File: config.mk
export PLATFORM = sky130hd
export DESIGN_NAME = regfile_wb_arbiter_flat
export DESIGN_NICKNAME = d
export VERILOG_FILES = /design/src/rtl/regfile_wb_arbiter_pkg.sv /design/src/rtl/regfile_wb_arbiter_if.sv /design/src/rtl/regfile_wb_arbiter_rr_arbiter.sv /design/src/rtl/regfile_wb_arbiter.sv /design/src/flat_wrapper.sv
export SDC_FILE = /design/constraint.sdc
export NUM_CORES = 1
export LEC_CHECK = 0
export ABC_AREA = 1
export BUFFER_PORTS_ARGS = -buffer_cell sky130_fd_sc_hd__buf_2
export CELL_PAD_IN_SITES_DETAIL_PLACEMENT = 0
export CELL_PAD_IN_SITES_GLOBAL_PLACEMENT = 2
export CORE_MARGIN = 4
export CORE_UTILIZATION = 22
export DETAILED_ROUTE_END_ITERATION = 16
export GPL_TIMING_DRIVEN = 0
export MAX_ROUTING_LAYER = met4
export PLACE_DENSITY = 0.89
export SYNTH_ARGS = -nofsm -noshare
export SYNTH_HDL_FRONTEND = slang
export SYNTH_HIERARCHICAL = 1
export SYNTH_SLANG_ARGS = --single-unit
File: constraint.sdc
create_clock -name clk -period 1.88 [get_ports clk]
set_input_delay 0.376 -clock clk [delete_from_list [all_inputs] [get_ports clk]]
set_output_delay 0.376 -clock clk [all_outputs]
set_load 0.005 [all_outputs]
File: src/rtl/regfile_wb_arbiter_pkg.sv
// Shared types and constants for the register-file writeback arbiter.
package regfile_wb_arbiter_pkg;

    localparam int NUM_ARCH_REGS = 32;
    localparam int REG_IDX_W     = $clog2(NUM_ARCH_REGS);
    localparam int XLEN          = 32;

    typedef logic [REG_IDX_W-1:0] reg_idx_t;

    // One writeback request as seen by the arbiter.
    typedef struct packed {
        logic            valid;
        reg_idx_t        rd;
        logic [XLEN-1:0] data;
    } wb_req_t;

    // Fixed requester slots.
    localparam int REQ_ALU = 0;
    localparam int REQ_LSU = 1;

    // Width of an index into n requesters; never zero so a single-port build still elaborates.
    function automatic int idx_width(input int n);
        return (n > 1) ? $clog2(n) : 1;
    endfunction

endpackage

File: src/rtl/regfile_wb_arbiter_if.sv
// Writeback request bus: one valid/ready/rd/data lane per requester.
interface regfile_wb_arbiter_if
    import regfile_wb_arbiter_pkg::*;
#(
    parameter int NUM_REQ = 2
);
    logic     [NUM_REQ-1:0]           req_valid;
    reg_idx_t [NUM_REQ-1:0]           req_rd;
    logic     [NUM_REQ-1:0][XLEN-1:0] req_data;
    logic     [NUM_REQ-1:0]           req_ready;

    // Requester side drives results and observes the grant.
    modport master (
        output req_valid, req_rd, req_data,
        input  req_ready
    );

    // Arbiter side consumes results and drives the grant.
    modport slave (
        input  req_valid, req_rd, req_data,
        output req_ready
    );
endinterface

File: src/rtl/regfile_wb_arbiter_rr_arbiter.sv
// Generic round-robin arbiter: scans from ptr upward, wrapping, and grants
// the first active request. Purely combinational; the caller owns the pointer.
module rr_arbiter
    import regfile_wb_arbiter_pkg::*;
#(
    parameter  int NUM_REQ = 2,
    localparam int PTR_W   = idx_width(NUM_REQ)
) (
    input  logic [NUM_REQ-1:0] req,
    input  logic [PTR_W-1:0]   ptr,
    output logic [NUM_REQ-1:0] grant,
    output logic [PTR_W-1:0]   grant_idx,
    output logic               grant_valid
);

    int idx;

    // Priority scan starting at ptr; the first hit suppresses all later ones.
    always_comb begin
        // NOTE: every output gets a default before the loop so no path leaves
        // a value unassigned, which would otherwise infer a latch.
        grant       = '0;
        grant_idx   = '0;
        grant_valid = 1'b0;
        idx         = 0;
        for (int off = 0; off < NUM_REQ; off++) begin
            idx = int'(ptr) + off;
            if (idx >= NUM_REQ) begin
                idx = idx - NUM_REQ;
            end
            if (!grant_valid && req[idx]) begin
                grant[idx]  = 1'b1;
                grant_idx   = PTR_W'(idx);
                grant_valid = 1'b1;
            end
        end
    end

endmodule

File: src/rtl/regfile_wb_arbiter.sv
// Register-file write-port arbiter with a per-register busy scoreboard.
// Requesters compete round-robin for the single write port; the winner is
// registered and written one cycle later. The scoreboard tracks issued but
// not yet committed destinations for RAW detection and WAW stalls.
module regfile_wb_arbiter
    import regfile_wb_arbiter_pkg::*;
#(
    parameter int NUM_REQ  = 2,
    parameter int NUM_REGS = NUM_ARCH_REGS
) (
    input  logic                 clk,
    input  logic                 rst_n,
    regfile_wb_arbiter_if.slave  wb,
    output logic                 rf_we,
    output reg_idx_t             rf_rd,
    output logic [XLEN-1:0]      rf_wdata,
    input  logic                 iss_valid,
    input  reg_idx_t             iss_rd,
    output logic                 iss_ready,
    input  reg_idx_t             chk_rs1,
    input  reg_idx_t             chk_rs2,
    output logic                 hazard_rs1,
    output logic                 hazard_rs2,
    output logic [NUM_REGS-1:0]  busy
);

    localparam int PTR_W = idx_width(NUM_REQ);

    wb_req_t              reqs [NUM_REQ];
    wb_req_t              granted;
    logic [NUM_REQ-1:0]   req_vec;
    logic [NUM_REQ-1:0]   grant;
    logic [PTR_W-1:0]     grant_idx;
    logic                 grant_valid;

    logic [PTR_W-1:0]     rr_ptr_q, rr_ptr_d;
    logic                 rf_we_q, rf_we_d;
    reg_idx_t             rf_rd_q, rf_rd_d;
    logic [XLEN-1:0]      rf_wdata_q, rf_wdata_d;
    logic [NUM_REGS-1:0]  busy_q, busy_d;
    logic                 iss_fire;

    // Collect the interface lanes into request records.
    always_comb begin
        for (int i = 0; i < NUM_REQ; i++) begin
            reqs[i].valid = wb.req_valid[i];
            reqs[i].rd    = wb.req_rd[i];
            reqs[i].data  = wb.req_data[i];
            req_vec[i]    = wb.req_valid[i];
        end
    end

    rr_arbiter #(
        .NUM_REQ (NUM_REQ)
    ) u_arb (
        .req         (req_vec),
        .ptr         (rr_ptr_q),
        .grant       (grant),
        .grant_idx   (grant_idx),
        .grant_valid (grant_valid)
    );

    assign wb.req_ready = grant;

    // Pick the winning record and advance the pointer just past the winner.
    always_comb begin
        granted  = grant_valid ? reqs[grant_idx] : '0;
        rr_ptr_d = rr_ptr_q;
        if (grant_valid) begin
            rr_ptr_d = (int'(grant_idx) == NUM_REQ - 1) ? '0 : grant_idx + PTR_W'(1);
        end
    end

    // Output stage: x0 results complete the handshake but never write.
    always_comb begin
        rf_we_d    = granted.valid && (granted.rd != '0);
        rf_rd_d    = granted.valid ? granted.rd   : rf_rd_q;
        rf_wdata_d = granted.valid ? granted.data : rf_wdata_q;
    end

    // Scoreboard update: clear on commit, then set on issue so a same-edge set wins.
    always_comb begin
        iss_fire = iss_valid && iss_ready && (iss_rd != '0);
        busy_d   = busy_q;
        if (rf_we_q) begin
            busy_d[rf_rd_q] = 1'b0;
        end
        if (iss_fire) begin
            busy_d[iss_rd] = 1'b1;
        end
        busy_d[0] = 1'b0;
    end

    // Hazard and issue checks read the registered scoreboard only (no bypass).
    always_comb begin
        iss_ready  = !busy_q[iss_rd];
        hazard_rs1 = busy_q[chk_rs1];
        hazard_rs2 = busy_q[chk_rs2];
    end

    // State registers with synchronous reset.
    always_ff @(posedge clk) begin
        // NOTE: sequential state uses non-blocking assignments so every flop
        // samples the pre-edge value regardless of statement order.
        if (!rst_n) begin
            rr_ptr_q   <= '0;
            rf_we_q    <= 1'b0;
            rf_rd_q    <= '0;
            rf_wdata_q <= '0;
            // NOTE: the whole scoreboard is cleared here; a stale busy bit
            // after reset would stall issue of that register forever.
            busy_q     <= '0;
        end else begin
            rr_ptr_q   <= rr_ptr_d;
            rf_we_q    <= rf_we_d;
            rf_rd_q    <= rf_rd_d;
            rf_wdata_q <= rf_wdata_d;
            busy_q     <= busy_d;
        end
    end

    assign rf_we    = rf_we_q;
    assign rf_rd    = rf_rd_q;
    assign rf_wdata = rf_wdata_q;
    assign busy     = busy_q;

endmodule

File: src/flat_wrapper.sv
// flat-port wrapper written by rule: the top's interface ports become plain ports
module regfile_wb_arbiter_flat import regfile_wb_arbiter_pkg::*;
#(
    parameter int NUM_REQ  = 2,
    parameter int NUM_REGS = NUM_ARCH_REGS
)
  (clk, rst_n, rf_we, rf_rd, rf_wdata, iss_valid, iss_rd, iss_ready, chk_rs1, chk_rs2, hazard_rs1, hazard_rs2, busy, wb_req_valid, wb_req_rd, wb_req_data, wb_req_ready);
  regfile_wb_arbiter_if #(.NUM_REQ(NUM_REQ)) wb_i ();
  input  logic clk;
  input  logic rst_n;
  output logic rf_we;
  output reg_idx_t rf_rd;
  output logic [XLEN-1:0] rf_wdata;
  input  logic iss_valid;
  input  reg_idx_t iss_rd;
  output logic iss_ready;
  input  reg_idx_t chk_rs1;
  input  reg_idx_t chk_rs2;
  output logic hazard_rs1;
  output logic hazard_rs2;
  output logic [NUM_REGS-1:0] busy;
  input wire logic [$bits(wb_i.req_valid)-1:0] wb_req_valid;
  input wire logic [$bits(wb_i.req_rd)-1:0] wb_req_rd;
  input wire logic [$bits(wb_i.req_data)-1:0] wb_req_data;
  output wire logic [$bits(wb_i.req_ready)-1:0] wb_req_ready;
  assign wb_i.req_valid = wb_req_valid;
  assign wb_i.req_rd = wb_req_rd;
  assign wb_i.req_data = wb_req_data;
  assign wb_req_ready = wb_i.req_ready;
  regfile_wb_arbiter #(.NUM_REQ(NUM_REQ), .NUM_REGS(NUM_REGS)) u_core (.clk(clk), .rst_n(rst_n), .wb(wb_i), .rf_we(rf_we), .rf_rd(rf_rd), .rf_wdata(rf_wdata), .iss_valid(iss_valid), .iss_rd(iss_rd), .iss_ready(iss_ready), .chk_rs1(chk_rs1), .chk_rs2(chk_rs2), .hazard_rs1(hazard_rs1), .hazard_rs2(hazard_rs2), .busy(busy));
endmodule
; ---- Word level (Yosys, flattened, before mapping)
; Index checks and enable logic that the tools add are counted.
[totals]
mem_bits_rw = 0
mem_count = 0
elab_cells = 75
latchBits = 0
register_bits = 71
output_inout_bits = 75
mem_bits_ro = 0
[classes]
div = 0
n_addsub = 4
n_bitwise = 5
shift = 0
n_mux = 35
magnitude_cmp = 13
n_eq_ne = 0
n_reduce_logical = 12
mul = 0
[ops]
columns = operator, count
row1 = 38-bit 2-to-1 mux, 4
row2 = 32-bit 2-to-1 mux, 4
row3 = "32-bit by 1-bit >= comparator with 1-bit output, second input constant", 2
row4 = "32-bit by 3-bit < comparator with 1-bit output, second input constant", 2
row5 = 32-bit bitwise AND, 1
row6 = 32-bit inverter, 1
row7 = 32-bit OR, 1
row8 = "5-bit by 6-bit < comparator with 1-bit output, second input constant", 4
row9 = 1-bit 2-to-1 mux, 18
row10 = 1-bit binary-select mux with 5-bit select, 3
row11 = 1-bit demux with 5-bit select, 2
row12 = "5-bit by 1-bit >= comparator with 1-bit output, second input constant", 2
row13 = 5-bit nonzero test, 2
row14 = 1-bit logical AND, 8
row15 = "2-bit >= comparator, second input constant", 2
row16 = 2-bit 2-to-1 mux, 2
row17 = "1-bit by 2-bit subtractor with 3-bit output, second input constant", 1
row18 = "2-bit by 2-bit subtractor with 3-bit output, second input constant", 1
row19 = "1-bit by 1-bit adder with 2-bit output, second input constant", 1
row20 = 1-bit demux with 1-bit select, 2
row21 = "1-bit by 2-bit >= comparator with 1-bit output, second input constant", 1
row22 = 1-bit logical NOT, 2
row23 = 1-bit inverter with 2-bit output, 1
row24 = 2-bit OR, 1
row25 = "1-bit adder, second input constant", 1

; ---- Longest topological paths before layout
[logic_depth]
ltp_word = 16
depth_mapped = 15

; ---- By module
; Netlist, hierarchy kept.
[by_module_without_submodules]
columns = module, cells_per_inst, area_per_inst_um2, n_inst
row1 = regfile_wb_arbiter, 622, 3941.3, 1
row2 = rr_arbiter, 14, 55.1, 1

; ---- Worst setup path after synthesis
; OpenSTA, ideal clock, no wires.
[synth_timing]
kind = input-to-reg
start = input wb_req_valid[0]
end = register u_core.rf_rd_q[3] (netlist: u_core/rf_rd[3])
path_slack_ps = 79
t_required_ps = 1760
setup_ps = 120
path_stages = 9
arrival_time_ps = 1681
path_cell_list = inv_1 nor2_2 nor2_1 nor2_1 nor3_1 clkbuf_1 clkinv_1 o21ai_0 a21oi_1
[synth_via]
elab_chain_len = 12
elab_cells_between_ends = 17
[synth_lines]
columns = item, line_no
row1 = start: declaration, flat_wrapper.sv:22  ; input wire logic [$bits(wb_i.req_valid)-1:0] wb_req_valid;
row2 = 1-bit 2-to-1 mux (not written as such) (3 in a row), regfile_wb_arbiter_rr_arbiter.sv:31  ; if (!grant_valid && req[idx]) begin
row3 = 1-bit 2-to-1 mux, regfile_wb_arbiter_rr_arbiter.sv:31
row4 = 1-bit logical NOT, regfile_wb_arbiter_rr_arbiter.sv:31
row5 = 1-bit logical AND, regfile_wb_arbiter_rr_arbiter.sv:31
row6 = 1-bit 2-to-1 mux *, regfile_wb_arbiter_rr_arbiter.sv:31
row7 = via u_core.grant_idx, regfile_wb_arbiter.sv:33  ; logic [PTR_W-1:0] grant_idx;
row8 = 1-bit inverter with 2-bit output (not written as such) *, regfile_wb_arbiter.sv:67  ; granted = grant_valid ? reqs[grant_idx] : '0;
row9 = 38-bit 2-to-1 mux (not written as such) * (3 in a row), regfile_wb_arbiter.sv:67
row10 = 38-bit 2-to-1 mux *, regfile_wb_arbiter.sv:67
row11 = end signal: assignment, regfile_wb_arbiter.sv:116  ; rf_rd_q <= rf_rd_d;
row12 = end: declaration, regfile_wb_arbiter.sv:38  ; reg_idx_t rf_rd_q, rf_rd_d;
; The timed path passes the listed nets; every way through them passes the cells marked *. The select of a mux whose other input is x is not followed.
; A chain may end at the register's enable or synchronous reset.

; ---- Worst setup path after layout
[layout_timing]
start = register u_core.busy_q[6] (netlist: u_core/busy[6])
end = output hazard_rs1
[layout_via]
elab_chain_len = 2
[layout_lines]
columns = item, line_no
row1 = start: declaration, regfile_wb_arbiter.sv:40  ; logic [NUM_REGS-1:0] busy_q, busy_d;
row2 = start signal: assignment, regfile_wb_arbiter.sv:118  ; busy_q <= busy_d;
row3 = 1-bit binary-select mux with 5-bit select, regfile_wb_arbiter.sv:97  ; hazard_rs1 = busy_q[chk_rs1];
row4 = 1-bit 2-to-1 mux (not written as such), regfile_wb_arbiter.sv:97
row5 = end: declaration, flat_wrapper.sv:19  ; output logic hazard_rs1;
; No other way between the ends. The select of a mux whose other input is x is not followed.

==> run metrics <==
crit path kind reg2out; Peak VDD IR 0.375 mV; Die ar. 20,400 µm²; synth top area cells dfxtp_1, nand2_1, o21ai_0; Placement Cell Area 5110 µm²; Reg clk slew, reported paths 0.06 ns; Setup violations, final 1; gr ovfl total 0; Rel. slew slack 61.2%; Hold WC Path Type in2reg; CTS tree done; routed wire length approximately 17,000 µm; Tmin final 1.90 ns; maxcap violations 0; top-area cell type share of the netlist area a little over a third; total power 4440 µW; Die Ht 143 µm; unique cell type count in the Yosys netlist 23; Syn Area/Cell approximately 6.3 µm²; fin. max-slew vios 0; clock buffer depth 2; first-pass GRT wire length 26,400 µm; Tot GR Track Use 17.2%; via count 5,192; final worst-path cycle share 101%; RSZ-0062 raised after global routing yes; Layout fillers 2,007; clk root buf clkbuf_16; CTS buffer count 9; IO Pins 169; CTS HTree Levels 3; Antenna Violating Nets Remaining 0; Clk Latency, worst-skew pair between 0.3 and 0.4 ns; fin area 5810 µm²; CP max FO 4; drt drc 0; Worst Setup End Kind output port; CTS Sinks 70; status complete, but fails checks; Mapped Cells about 640; failing checks setup timing; Core Area about 18,000 µm²; internal reg-to-reg setup slack 0.16 ns; share of cells above drive strength 1 33.7%; vias in the first global route 4,956; via/cell ratio 4.91; DRT Pass-1 Iters 5; syn_nets 730; fin util 32.4%; Clock Skews a little under 0.009 ns; # nets final 917; initial antenna violation count 1; Routed WL per cell roughly 16 µm; FF+latch count, synth 70; drt first-iter violations 376; largest net degree at the start of global routing 12; Static Leak approximately 0.0027 µW; Synth area leader dfxtp_1; sequential element share of the synthesized area 35.1%; Fin. Hold Viols 0; Layout area overhead 45.3%; pwr/cell area 765 nW/µm²; DPL Wire Length between 10,000 and 15,000 µm; register area between 1000 and 1500 µm²; chip width 143 µm; starting density of the core 22.3%; Multi-input gate area 2400 µm²; Synth warnings 6; fmax 527 MHz; Synth Cell Area 4000 µm²; port bufs 165; WP data arrival 1.52 ns; Worst EP required 1.50 ns; CP startpoint kind flop; FP Rows 49; # placed instances 1,030; fin cells ~1,100; Worst Tran Pin Value 0.580 ns; PnR worst setup slack -0.0161 ns; global placement routability congestion 0.872
==> cell usage in the layout, fill, tap and decap left out, drive strengths merged, types with 6 or more instances in the layout <==
cell type	synthesis	layout
o21ai	102	102
nand2	168	168
clkinvlp	0	6
clkbuf	27	38
nor3	10	10
nor2	60	60
buf	9	184
a31oi	32	32
a21oi	41	41
o221ai	10	10
inv	41	37
dfxtp	70	70
nand3	58	58
==> where the power goes <==
group,internal (µW),switching [µW]
registers,1590,85.7
logic,375,566
clock network,1190,630
total,3160,1280
==> worst max-delay path: stages (launching register included) <==
cell and delay [ns]:
dfxtp_4 0.38, inv_2 0.04, a21oi_1 0.11, o21ai_0 0.10, nand3_1 0.08, o21ai_0 0.11, o21ai_1 0.14, o21a_1 0.12
buf_2 0.10
==> synthesized netlist by cell type (all sizes together) <==
library cell,n
nand2,168
o21ai,102
dfxtp,70
nor2,60
nand3,58
a21oi,41
inv,41
a31oi,32
clkbuf,27
nor3,10
o221ai,10
buf,9
o211ai,3
o21a,2
clkinv,1
conb,1
o22ai,1
==> metal layers <==
layer / GRT usage, % / share of wire (%) / vias to the layer above
met1: 21.3 / 42 / 2354
met5: - / 0 / -
met2: 27.7 / 47 / 262
li1: - / - / 2550
met3: 4.19 / 9.1 / 26
met4: 5.60 / 2.3 / 0
==> cell families (layout without fill, tap and decap cells) <==
kind of cell	count (synthesis)	count (layout)	share of synthesized area [%]
AO/OA/AOI/OAI	191	191	26.2
buffers and inverters	78	270	8.45
flip-flops	70	70	35.1
other	1	2	0.0938
AND/OR/NAND/NOR	296	296	30.2
==> metrics by stage <==
stage               hold slack [ns]  setup TNS [ns]  setup slack (ns)
global placement              0.528          -28.57            -0.698
global route                  0.299          -0.172           -0.0970
finish                        0.304         -0.0161           -0.0161
floorplan                     0.495               0            0.0787
detailed placement            0.527          -28.76            -0.706
CTS                           0.284         -0.0268           -0.0268
==> sequential cells by signal, summed over array words and instances (netlist names) <==
name             cells
u_core/rf_rd         5
u_core/rf_wdata     32
u_core/rr_ptr_q      1
u_core/rf_we         1
u_core/busy         31
==> worst paths after layout <==
kind,endpoint,cells past startpoint,from
hold reg to reg,u_core/busy[13],2,u_core/busy[13]
hold / removal,u_core/rf_wdata[25],3,wb_req_data[25]
setup reg to reg,u_core/busy[7],13,u_core/busy[5]
setup / recovery,hazard_rs1,8,u_core/busy[6]
==> cell type report <==
type / count / area share, %
timing repair buffer: 174 / 15.6
tap: 229 / 4.93
multi-input combinational: 488 / 41.3
buffer: 36 / 4.07
clock inverter: 4 / 1.21
antenna: 1 / 0.0431
clock buffer: 12 / 4.24
sequential: 70 / 25.2
timing repair inverter: 2 / 0.172
inverter: 42 / 3.17
==> timing repair <==
item,in CTS,in global routing
cloned,0,2
hold buffers,0,0
pin swaps,5,19
buffers inserted,2,7
gates resized for setup,64,75
endpoints found under the setup margin,40,41
No activity file was read; power rests on OpenSTA's default activity.
